==> src/rtl/pulse_shrinker_pkg.sv <==
// pulse_shrinker_pkg: shared types for the pulse-shrinker receive path.
// Holds the per-lane qualifier state encoding used by pulse_shrinker_lane.
package pulse_shrinker_pkg;

   typedef enum logic [1:0] {
      LS_IDLE,
      LS_QUAL,
      LS_HOLD
   } lane_state_t;

endpackage

==> src/rtl/pulse_shrinker_lane.sv <==
// pulse_shrinker_lane: one lane -- synchroniser, min-high qualifier, one-shot.
// Ports: clk, rst_n, din (async level), fire (strobe), glitch (strobe).
module pulse_shrinker_lane
   import pulse_shrinker_pkg::*;
#(
   parameter int SYNC_STAGES = 2,
   parameter int MIN_HIGH    = 2
) (
   input  logic clk,
   input  logic rst_n,
   input  logic din,
   output logic fire,
   output logic glitch
);

   localparam int HW = $clog2(MIN_HIGH + 1);

   (* async_reg = "true" *)
   logic [SYNC_STAGES-1:0] sync_q;
   logic [SYNC_STAGES-1:0] sync_d;

   lane_state_t state_q, state_d;
   logic [HW-1:0] hi_cnt_q, hi_cnt_d;
   logic [HW-1:0] hi_inc;
   logic          s;

   assign sync_d = {sync_q[SYNC_STAGES-2:0], din};
   assign s      = sync_q[SYNC_STAGES-1];

   // hi_cnt saturates rather than wrapping
   assign hi_inc = (&hi_cnt_q) ? hi_cnt_q : hi_cnt_q + HW'(1);

   always_comb begin
      state_d  = state_q;
      hi_cnt_d = hi_cnt_q;
      fire     = 1'b0;
      glitch   = 1'b0;
      unique case (state_q)
         LS_IDLE: begin
            if (s) begin
               hi_cnt_d = HW'(1);
               if (MIN_HIGH == 1) begin
                  fire    = 1'b1;
                  state_d = LS_HOLD;
               end else begin
                  state_d = LS_QUAL;
               end
            end
         end
         LS_QUAL: begin
            if (s) begin
               hi_cnt_d = hi_inc;
               if (hi_inc == HW'(MIN_HIGH)) begin
                  fire    = 1'b1;
                  state_d = LS_HOLD;
               end
            end else begin
               // dropped before qualifying: report, no pulse
               glitch   = 1'b1;
               hi_cnt_d = '0;
               state_d  = LS_IDLE;
            end
         end
         LS_HOLD: begin
            if (!s) begin
               hi_cnt_d = '0;
               state_d  = LS_IDLE;
            end
         end
         default: begin
            hi_cnt_d = '0;
            state_d  = LS_IDLE;
         end
      endcase
   end

   always_ff @(posedge clk or negedge rst_n) begin
      if (!rst_n) begin
         sync_q   <= '0;
         state_q  <= LS_IDLE;
         hi_cnt_q <= '0;
      end else begin
         sync_q   <= sync_d;
         state_q  <= state_d;
         hi_cnt_q <= hi_cnt_d;
      end
   end

endmodule

==> src/rtl/pulse_shrinker.sv <==
// pulse_shrinker: restores one clk-domain pulse per stretched async event.
// Ports: clk, rst_n, signal_in, clr_stats -> pulse_out, pulse_any, pulse_count, glitch_seen.
module pulse_shrinker
   import pulse_shrinker_pkg::*;
#(
   parameter int SIGNAL_WIDTH = 1,
   parameter int SYNC_STAGES  = 2,
   parameter int MIN_HIGH     = 2,
   parameter int CNT_W        = 16
) (
   input  logic                    clk,
   input  logic                    rst_n,
   input  logic [SIGNAL_WIDTH-1:0] signal_in,
   input  logic                    clr_stats,
   output logic [SIGNAL_WIDTH-1:0] pulse_out,
   output logic                    pulse_any,
   output logic [CNT_W-1:0]        pulse_count,
   output logic [SIGNAL_WIDTH-1:0] glitch_seen
);

   localparam int PW = $clog2(SIGNAL_WIDTH + 1);
   localparam int SW = CNT_W + PW;
   localparam logic [CNT_W-1:0] CNT_MAX = {CNT_W{1'b1}};

   logic [SIGNAL_WIDTH-1:0] fire, glitch;

   logic [SIGNAL_WIDTH-1:0] pulse_q, pulse_d;
   logic                    any_q, any_d;
   logic [CNT_W-1:0]        count_q, count_d;
   logic [SIGNAL_WIDTH-1:0] glitch_q, glitch_d;

   logic [PW-1:0]    pop;
   logic [CNT_W-1:0] base;
   logic [SW-1:0]    sum;

   for (genvar i = 0; i < SIGNAL_WIDTH; i++) begin : g_lane
      pulse_shrinker_lane #(
         .SYNC_STAGES (SYNC_STAGES),
         .MIN_HIGH    (MIN_HIGH)
      ) u_lane (
         .clk    (clk),
         .rst_n  (rst_n),
         .din    (signal_in[i]),
         .fire   (fire[i]),
         .glitch (glitch[i])
      );
   end

   always_comb begin
      pop = '0;
      for (int i = 0; i < SIGNAL_WIDTH; i++) begin
         pop = pop + PW'(fire[i]);
      end
   end

   // clear takes effect before this cycle's pulses are added
   always_comb begin
      base     = clr_stats ? '0 : count_q;
      sum      = SW'(base) + SW'(pop);
      count_d  = (sum > SW'(CNT_MAX)) ? CNT_MAX : sum[CNT_W-1:0];
      // a new glitch beats a simultaneous clear
      glitch_d = (clr_stats ? '0 : glitch_q) | glitch;
      pulse_d  = fire;
      any_d    = |fire;
   end

   always_ff @(posedge clk or negedge rst_n) begin
      if (!rst_n) begin
         pulse_q  <= '0;
         any_q    <= 1'b0;
         count_q  <= '0;
         glitch_q <= '0;
      end else begin
         pulse_q  <= pulse_d;
         any_q    <= any_d;
         count_q  <= count_d;
         glitch_q <= glitch_d;
      end
   end

   assign pulse_out   = pulse_q;
   assign pulse_any   = any_q;
   assign pulse_count = count_q;
   assign glitch_seen = glitch_q;

endmodule

==> config.mk <==
export PLATFORM = sky130hd
export DESIGN_NAME = pulse_shrinker
export DESIGN_NICKNAME = d
export VERILOG_FILES = /design/src/rtl/pulse_shrinker_pkg.sv /design/src/rtl/pulse_shrinker_lane.sv /design/src/rtl/pulse_shrinker.sv
export SDC_FILE = /design/constraint.sdc
export NUM_CORES = 1
export LEC_CHECK = 0
export CORE_MARGIN = 4
export CORE_UTILIZATION = 45
export DETAILED_ROUTE_END_ITERATION = 10
export PLACE_DENSITY = 0.71
export SETUP_SLACK_MARGIN = 0.3
export SYNTH_ARGS = -nofsm -noshare
export SYNTH_HDL_FRONTEND = slang
export SYNTH_SLANG_ARGS = --single-unit
==> constraint.sdc <==
create_clock -name clk -period 6.6 [get_ports clk]
set_input_delay 1.32 -clock clk [delete_from_list [all_inputs] [get_ports clk]]
set_output_delay 1.32 -clock clk [all_outputs]
set_load 0.1 [all_outputs]
## Word-level counts from Yosys, hierarchy flattened

Cells that the tools add are included.

| word-level totals | value |
|---|---|
| output and inout port bits | 19 |
| logic and storage cells | 36 |
| input port bits | 4 |
| register bits | 24 |

| operators by class | value |
|---|---|
| equal/unequal tests | 6 |
| muxes and demuxes | 16 |
| order comparisons | 1 |
| add/subtract/negate cells | 2 |
| bitwise logic cells | 1 |
| reduce and logical (&&, ||, !) cells | 4 |

Operators with widths:

| cell | number |
|---|---|
| $mux W16 | 2 |
| $add A16 B1 Y17 | 1 |
| $gt A17 B16 Y1 const B | 1 |
| $mux W2 | 6 |
| $pmux W2 S3 | 2 |
| $mux W1 | 6 |
| $eq A2 B2 Y1 const B | 2 |
| $reduce_and A2 Y1 | 2 |
| $ne A3 B3 Y1 const B | 1 |
| $reduce_and A3 Y1 | 1 |
| $add A2 B1 Y2 const B | 1 |
| $eq A2 B1 Y1 const B | 1 |
| $logic_not A2 Y1 | 1 |
| $ne A2 B1 Y1 const B | 1 |
| $ne A2 B2 Y1 const B | 1 |
| $or A1 B1 Y1 | 1 |

## Logic depth before layout (Yosys ltp)

Gate-level depths: netlist (run 1).

| depth | value |
|---|---|
| depth in word-level cells | 9 |
| mapped depth | 9 |
| gate-level depth less buffers | 8 |

## By module

From an unflattened synthesis (run 1), not the netlist that was laid out.

| second synthesis, totals | value |
|---|---|
| cells, all modules | 111 |
| area total of the unflattened synthesis | 1239.9 um^2 |

Modules (own cells, without submodules):

| module | cells each | instances | area each (um^2) |
|---|---|---|---|
| pulse_shrinker | 89 | 1 | 987.2 |
| pulse_shrinker_lane | 22 | 1 | 252.7 |

## Worst setup path after synthesis (run 1)

Ideal clock, no wire load.

| timing | value |
|---|---|
| path type | in2reg |
| from | in clr_stats |
| to | reg count_q[14], in the netlist pulse_count[14] |
| data arrival time | 2854 ps |
| slack | 3610 ps |
| library setup time | 136 ps |
| buffers on the path | 1 |
| stages on the path | 8 |
| required time | 6464 ps |
| cells stage by stage | buf_2 nor2b_1 ha_1 ha_1 nand3_1 or4_4 nor3_2 a211oi_2 |

| on the way | value |
|---|---|
| longest elaborated chain between the ends | 4 |

Ends and longest elaborated chain:

| element | line | source |
|---|---|---|
| from (decl) | pulse_shrinker.sv:14 | `input logic clr_stats,` |
| $mux W16 (*) | pulse_shrinker.sv:58 | `base = clr_stats ? '0 : count_q;` |
| $add A16 B1 Y17 (*) | pulse_shrinker.sv:59 | `sum = SW'(base) + SW'(pop);` |
| $gt A17 B16 Y1 | pulse_shrinker.sv:60 | `count_d = (sum > SW'(CNT_MAX)) ? CNT_MAX : sum[CNT_W-1:0];` |
| $mux W16 (*) | pulse_shrinker.sv:60 |  |
| named net count_d[14] | pulse_shrinker.sv:29 | `logic [CNT_W-1:0] count_q, count_d;` |
| to (signal assigned) | pulse_shrinker.sv:76 | `count_q <= count_d;` |
| to (decl) | pulse_shrinker.sv:29 |  |

Mark *: on every way through the listed nets, which the timed path passes. The rest lies on a longest branch.
A chain may end at the register's enable or synchronous reset.

## Worst setup path in the final report (run 1)

Same ends and word-level chain as after synthesis.

==> results of run 1 <==
==> cell families after synthesis <==
group	Yosys count	synth area share, %
adders and majority gates	2	2.18
and+or+nand+nor	44	21.4
AOI/OAI and AO/OA	20	11.0
DFF	24	52.2
buffers and inverters	11	4.03
xor gates and xnor gates	12	9.14
==> final cells by class <==
cell class / instances / area share, %
Tap cell: 30 / 2.61
Clock inverter: 1 / 2.09
Sequential cell: 24 / 41.7
Inverter: 7 / 1.82
Clock buffer: 3 / 1.56
Timing Repair Buffer: 22 / 15.3
Multi-Input combinational cell: 78 / 34.9
==> layer usage <==
layer	track usage (%)	part of all wire, %	up-vias
met5	0	0	-
met4	5.63	1.3	0
met3	3.29	4.9	7
met2	23.6	46	31
met1	19.5	47	436
li1	-	-	440
==> worst max-delay path: cells and delay by family <==
family / cells / cell delay, ps
adders and majority gates: 2 / 460
and+or+nand+nor: 4 / 1070
AOI/OAI and AO/OA: 1 / 60
buffers and inverters: 1 / 750
==> state kept, by name, summed over array words and instances (netlist names) <==
signal,count
g_lane.u_lane.sync_q,2
glitch_seen,1
g_lane.u_lane.hi_cnt_q,2
g_lane.u_lane.state_q,2
pulse_out,1
pulse_count,16
==> power by group through the flow <==
stage / Sequential, mW / Combinational (mW) / Clock, mW
floorplan: 0.221 / 0.0422 / 0
global placement: 0.178 / 0.109 / 0
detailed placement: 0.180 / 0.111 / 0
CTS: 0.177 / 0.111 / 0.108
global route: 0.179 / 0.117 / 0.115
finish: 0.177 / 0.110 / 0.106
==> cell usage in the layout (no fill, tap or decap), types with 2 or more instances in the layout <==
| cell | netlist | layout |
|---|---|---|
| nor4_1 | 4 | 4 |
| a21oi_1 | 3 | 3 |
| o21ai_1 | 11 | 11 |
| xor2_1 | 2 | 2 |
| clkdlybuf4s50_1 | 0 | 22 |
| nand3_1 | 6 | 6 |
| nand2b_1 | 3 | 3 |
| clkbuf_4 | 0 | 3 |
| nor2b_1 | 5 | 5 |
| clkinv_1 | 2 | 2 |
| dfrtp_1 | 24 | 24 |
| inv_1 | 4 | 4 |
| nor3_1 | 3 | 3 |
| ha_1 | 2 | 2 |
| xnor2_1 | 10 | 10 |
| nor2_1 | 7 | 7 |
| nand2_1 | 9 | 9 |
| nor3_2 | 2 | 2 |
| nand4_1 | 2 | 2 |
==> cells in the mapped netlist (2+ instances only) <==
| cell | number |
|---|---|
| nor4_1 | 4 |
| o21ai_1 | 11 |
| nand2b_1 | 3 |
| nand2_1 | 9 |
| xnor2_1 | 10 |
| clkinv_1 | 2 |
| inv_1 | 4 |
| clkbuf_1 | 2 |
| nor2_1 | 7 |
| a21oi_1 | 3 |
| dfrtp_1 | 24 |
| xor2_1 | 2 |
| nor3_2 | 2 |
| nand3_1 | 6 |
| nand4_1 | 2 |
| ha_1 | 2 |
| nor3_1 | 3 |
| nor2b_1 | 5 |
==> through the flow <==
stage / worst slack (ps) / area (sq um) / util, %
4_1_cts: 3130 / 1440 / 58.7
2_1_floorplan: 3610 / 1150 / -
5_1_grt: 2960 / 1440 / 58.7
6_report: 3120 / 1440 / 58.7
3_3_place_gp: 2860 / 1390 / 56.5
3_5_place_dp: 2800 / 1390 / 56.5
==> worst max-delay path by stage <==
stage	startpoint	end	slack, ps	cells past startpoint
after CTS	clr_stats	pulse_count[14]$_DFF_PN0_	3130	8
after global routing	clr_stats	pulse_count[13]$_DFF_PN0_	2960	8
final	clr_stats	pulse_count[14]$_DFF_PN0_	3120	8
after global placement	clr_stats	pulse_count[14]$_DFF_PN0_	2860	8
after floorplan	clr_stats	pulse_count[14]$_DFF_PN0_	3610	8
after detailed placement	clr_stats	pulse_count[14]$_DFF_PN0_	2800	8
==> impl_results.md, run 1 <==
- Status: completed
- Hold WC Path Type: reg -> reg
- Path depth of the worst reg2reg path: 8
- Sw Pwr: approximately 0.14 mW
- Pwr dens: approximately 270 nW/um^2
- Placed insts: about 160
- Ys flop type: dfrtp_1
- F_max: 288 MHz
- Routed len/inst: 13.8 um
- Overall power: around 0.39 mW
- Clock power frac: 27.0%
- Sequential power share: 44.9%
- Leak: roughly 0.59 nW
- Port buffer count: 22
- Syn_nets: 119
- Post-CTS Setup Bufs: 0
- CP Data Required Time: between 6000 and 7000 ps
- FF-to-FF Start: g_lane[0].u_lane.state_q[1]$_DFFE_PN0P_
- Top cell by count, worst path: ha_1
- Total GRT Usage: about 15%
- Post-layout min period: between 3000 and 4000 ps
- Worst slew pin tran: between 1000 and 1500 ps
- Max Slew Vio Count: 0
- First-pass GRT wire length: 3.91 mm
- Asr flop ratio synth: between 90% and 100%
- Max clock buf depth: 2
- Clock Latency Late Sink: 310 ps
- Avg Cell Area, Syn: roughly 10 sq um
- Initial Util: a little under half
- Initial antenna violation count: 0
- Top cell type by total area after synthesis: dfrtp_1
- Max_cap viols: 0
- ANT nets after route: 0
- Reg area: about 600 sq um
- HPWL Detailed: roughly 1.6 mm
- CP max stage cell: clkdlybuf4s50_1
- Core region area: between 2000 and 2500 sq um
- Fill count: 211
- Clock Pin Slew Worst Setup and Hold Paths: about 130 ps
- CTS buffer count: 3
- Vias per Instance: 5.54
- Routed vias: between 900 and 1k
- Rel. slew slack: 29.7%
- Clock net sink count: 24
- Area Growth Syn to Fin: 25.2%
- Hold_buf cts: 0
- Pre-Repair DR Iteration Count: 4
- Largest net degree at the start of global routing: 25
- Synthesized instance count: roughly 110
- Final WL: approximately 2.3 mm
- Hold Crit Depth: 0
- Post_cts resized: 0
- Synthesized area: about 1100 sq um
- Post-synth EDFFs: 0
- Crit-path cells: clkdlybuf4s50_1 > nor2b_1 > ha_1 > ha_1 > nand3_1 > or4_4 > nor3_2 > a211oi_2
- Clk_skew: 4.02 ps
- Netlist cell types: 30
- Number of global-route vias before repair: about 900
- Pint: around 0.25 mW
- Crit-path max FO: 19
- Inserted Diodes: 0
- Root buffer cell: clkbuf_4
- Worst R2R End: pulse_count[14]$_DFF_PN0_
- Flops & latches, synth: 24
- DRC: 0
- Synth top area cells: dfrtp_1 (52%), xnor2_1 (7.6%), o21ai_1 (4.8%)
- GP Congestion: between 0.8 and 0.9
- GRT overflow: 0
- Critical path type: in -> reg
- Area occupied by multi-input gates: between 500 and 600 sq um
- Period utilization: 52.7%
- Fin nets: around 140
- Setup TNS: 0 ps
- YS warnings: 0
- Total die area: 3430 sq um
- Die width: 58.6 um
- H-tree Lvls: 1
- Core Rows: 18
- R2r setup slk: ~4000 ps
- Comb power frac: around 28%
- Filler-free cell count of the finished design: 165
- Sequential share of the synthesized area: 52.2%
- CP max stage delay: around 750 ps
- Worst hold margin: about 370 ps
- Final setup violating endpoints: 0
- CP arrival: roughly 3700 ps
- RSZ-0062 raised after global routing: false
- Final Hold Viols: 0
- Yosys top cell area share: between 50% and 60%
- Iter 0 DRT Violations: 40
- Fraction of layout cells with a size suffix above 1: under 10%
- Io pins: 23
- Peak VDD IR: 0.178 mV
- Die Ht: slightly below 60 um
- Critical path endpoint category: flop
- Hold path start: g_lane[0].u_lane.sync_q[0]$_DFF_PN0_
- TritonCTS clock tree: yes
- Hold Crit Endpoint: g_lane[0].u_lane.sync_q[1]$_DFF_PN0_
- Worst setup SP type: primary input
- Sw frac: about a third
Power figures use the tool's default switching activity.
==> run 2, diff against run 1 <==
--- a/config.mk
+++ b/config.mk
@@ -8,7 +8,7 @@
 export CORE_MARGIN = 4
 export CORE_UTILIZATION = 45
 export DETAILED_ROUTE_END_ITERATION = 10
-export PLACE_DENSITY = 0.71
+export PLACE_DENSITY = 0.74
 export SETUP_SLACK_MARGIN = 0.3
 export SYNTH_ARGS = -nofsm -noshare
 export SYNTH_HDL_FRONTEND = slang
==> constraint.sdc (replaced) <==
create_clock -name clk -period 3.1 [get_ports clk]
set_input_delay 0.62 -clock clk [delete_from_list [all_inputs] [get_ports clk]]
set_output_delay 0.62 -clock clk [all_outputs]
set_load 0.1 [all_outputs]
==> impl_results.md, run 2 (synthesized netlist as in run 1, its figures left out) <==
- Final setup violating endpoints: 0
- Vias per Instance: 5.55
- Die width: 58.6 um
- Critical path endpoint category: flop
- Fraction of layout cells with a size suffix above 1: approximately a quarter
- Post-Place Setup Slack: roughly 420 ps
- Clock Latency Late Sink: roughly 310 ps
- Fill count: 227
- Routed vias: about 930
- Root buffer cell: clkbuf_4
- Peak VDD IR: 0.487 mV
- Post-layout min period: ~2700 ps
- Status: completed
- CP Data Required Time: approximately 3300 ps
- CP arrival: 2890 ps
- H-tree Lvls: 1
- Port buffer count: 22
- Crit-path cells: nand2b_1 > nor4_1 > ha_1 > ha_1 > nand3_1 > or4_4 > a211oi_2
- Overall power: ~0.78 mW
- Leak: about 0.64 nW
- Max_cap viols: 0
- First-pass GRT wire length: around 4.3 mm
- Io pins: 23
- ANT nets after route: 0
- TritonCTS clock tree: yes
- Total die area: between 3000 and 4000 sq um
- Initial antenna violation count: 0
- Rel. slew slack: approximately 63%
- Total GRT Usage: around 17%
- Most frequent cells in the layout: dfrtp_1 (24), buf_4 (22), o21ai_1 (11), xnor2_1 (10), nand2_1 (9)
- CTS buffer count: 3
- Max Slew Vio Count: 0
- Final core occ: about 57%
- Fin nets: around 150
- Core Rows: 18
- Hold WC Path Type: reg -> reg
- Number of global-route vias before repair: 997
- Design Area, Final: 1400 sq um
- Max reg flops: 16
- Max clock buf depth: 2
- Iter 0 DRT Violations: 27
- Pre-Repair DR Iteration Count: 4
- Leading cell type in the layout, fill and taps excluded: dfrtp_1
- GRT overflow: 0
- Hold_buf cts: 0
- Crit-path max FO: 6
- Initial Util: between 40% and 50%
- Placed insts: around 160
- Worst setup SP type: flop
- Final WL: 2.49 mm
- Critical path type: reg -> reg
- Area Growth Syn to Fin: 22.1%
- Core region area: 2450 sq um
- Pwr dens: between 500 and 600 nW/um^2
- Clk_skew: roughly 13 ps
- RSZ-0062 raised after global routing: false
- GP Congestion: between 0.7 and 0.8
- Worst hold margin: about 360 ps
- F_max: 376 MHz
- DRC: 0
- Period utilization: roughly 86%
- CP max stage delay: between 500 and 600 ps
- Filler-free cell count of the finished design: around 170
- Top cell by count, worst path: ha_1
- Clock Pin Slew Worst Setup and Hold Paths: around 140 ps
- Clock net sink count: 24
- Routed len/inst: 14.8 um
- Worst Slack Setup Final: between 400 and 500 ps
- Worst slew pin tran: ~540 ps
- HPWL Detailed: about 1.8 mm
- Final Hold Viols: 0
- Die Ht: ~60 um
- Largest net degree at the start of global routing: 25
- Setup TNS: 0 ps
- Cell area after placement: 1360 sq um
- Inserted Diodes: 0
- CP max stage cell: or4_4
-- run 2: final cells by class --
cell class	instances	area, sq um	area share [%]
tap	30	37.5	2.67
sequential	24	601	42.8
timing repair buffer	25	195	13.9
inverter	7	26.3	1.87
clock buffer	4	36.3	2.58
multi-input combinational	78	508	36.2
-- run 2: repair_timing --
| action | 4_1_cts | 5_1_grt |
|---|---|---|
| buffers inserted | 0 | 0 |
| setup endpoints to repair | 0 | 5 |
| resized for setup | 0 | 1 |
-- run 2: critical path: cells and delay by family (launching register included) --
family | cells | cell delay (ps)
adders and majority gates | 2 | 550
DFF | 1 | 450
and+or+nand+nor | 4 | 1340
AOI/OAI and AO/OA | 1 | 240
-- run 2: power breakdown --
group	total [mW]	leakage [nW]	switching, mW	internal (mW)
combinational	0.238	0.296	0.174	0.0638
clock	0.163	0.0210	0.0914	0.0716
sequential	0.375	0.324	0.0279	0.347
total	0.776	0.641	0.294	0.482
-- run 2: path summary, 6_finish.rpt --
path,startpoint,endpoint,slack [ps],depth (start not counted)
max in group asynchronous,rst_n,g_lane[0].u_lane.state_q[1]$_DFFE_PN0P_,2220,2
setup reg to reg,g_lane[0].u_lane.state_q[1]$_DFFE_PN0P_,pulse_count[14]$_DFF_PN0_,440,7
setup / recovery,g_lane[0].u_lane.state_q[1]$_DFFE_PN0P_,pulse_count[14]$_DFF_PN0_,440,7
min in group asynchronous,rst_n,pulse_count[1]$_DFF_PN0_,640,2
hold reg to reg,g_lane[0].u_lane.sync_q[0]$_DFF_PN0_,g_lane[0].u_lane.sync_q[1]$_DFF_PN0_,360,0
hold / removal,g_lane[0].u_lane.sync_q[0]$_DFF_PN0_,g_lane[0].u_lane.sync_q[1]$_DFF_PN0_,360,0
-- run 2: per-layer routing --
metal / vias to the layer above / global-route usage [%] / wire length, um
li1: 447 / - / -
met1: 457 / 20.3 / 1080
met2: 24 / 26.8 / 1240
met3: 4 / 3.73 / 121
met4: 0 / 8.94 / 41
met5: - / 0 / 0
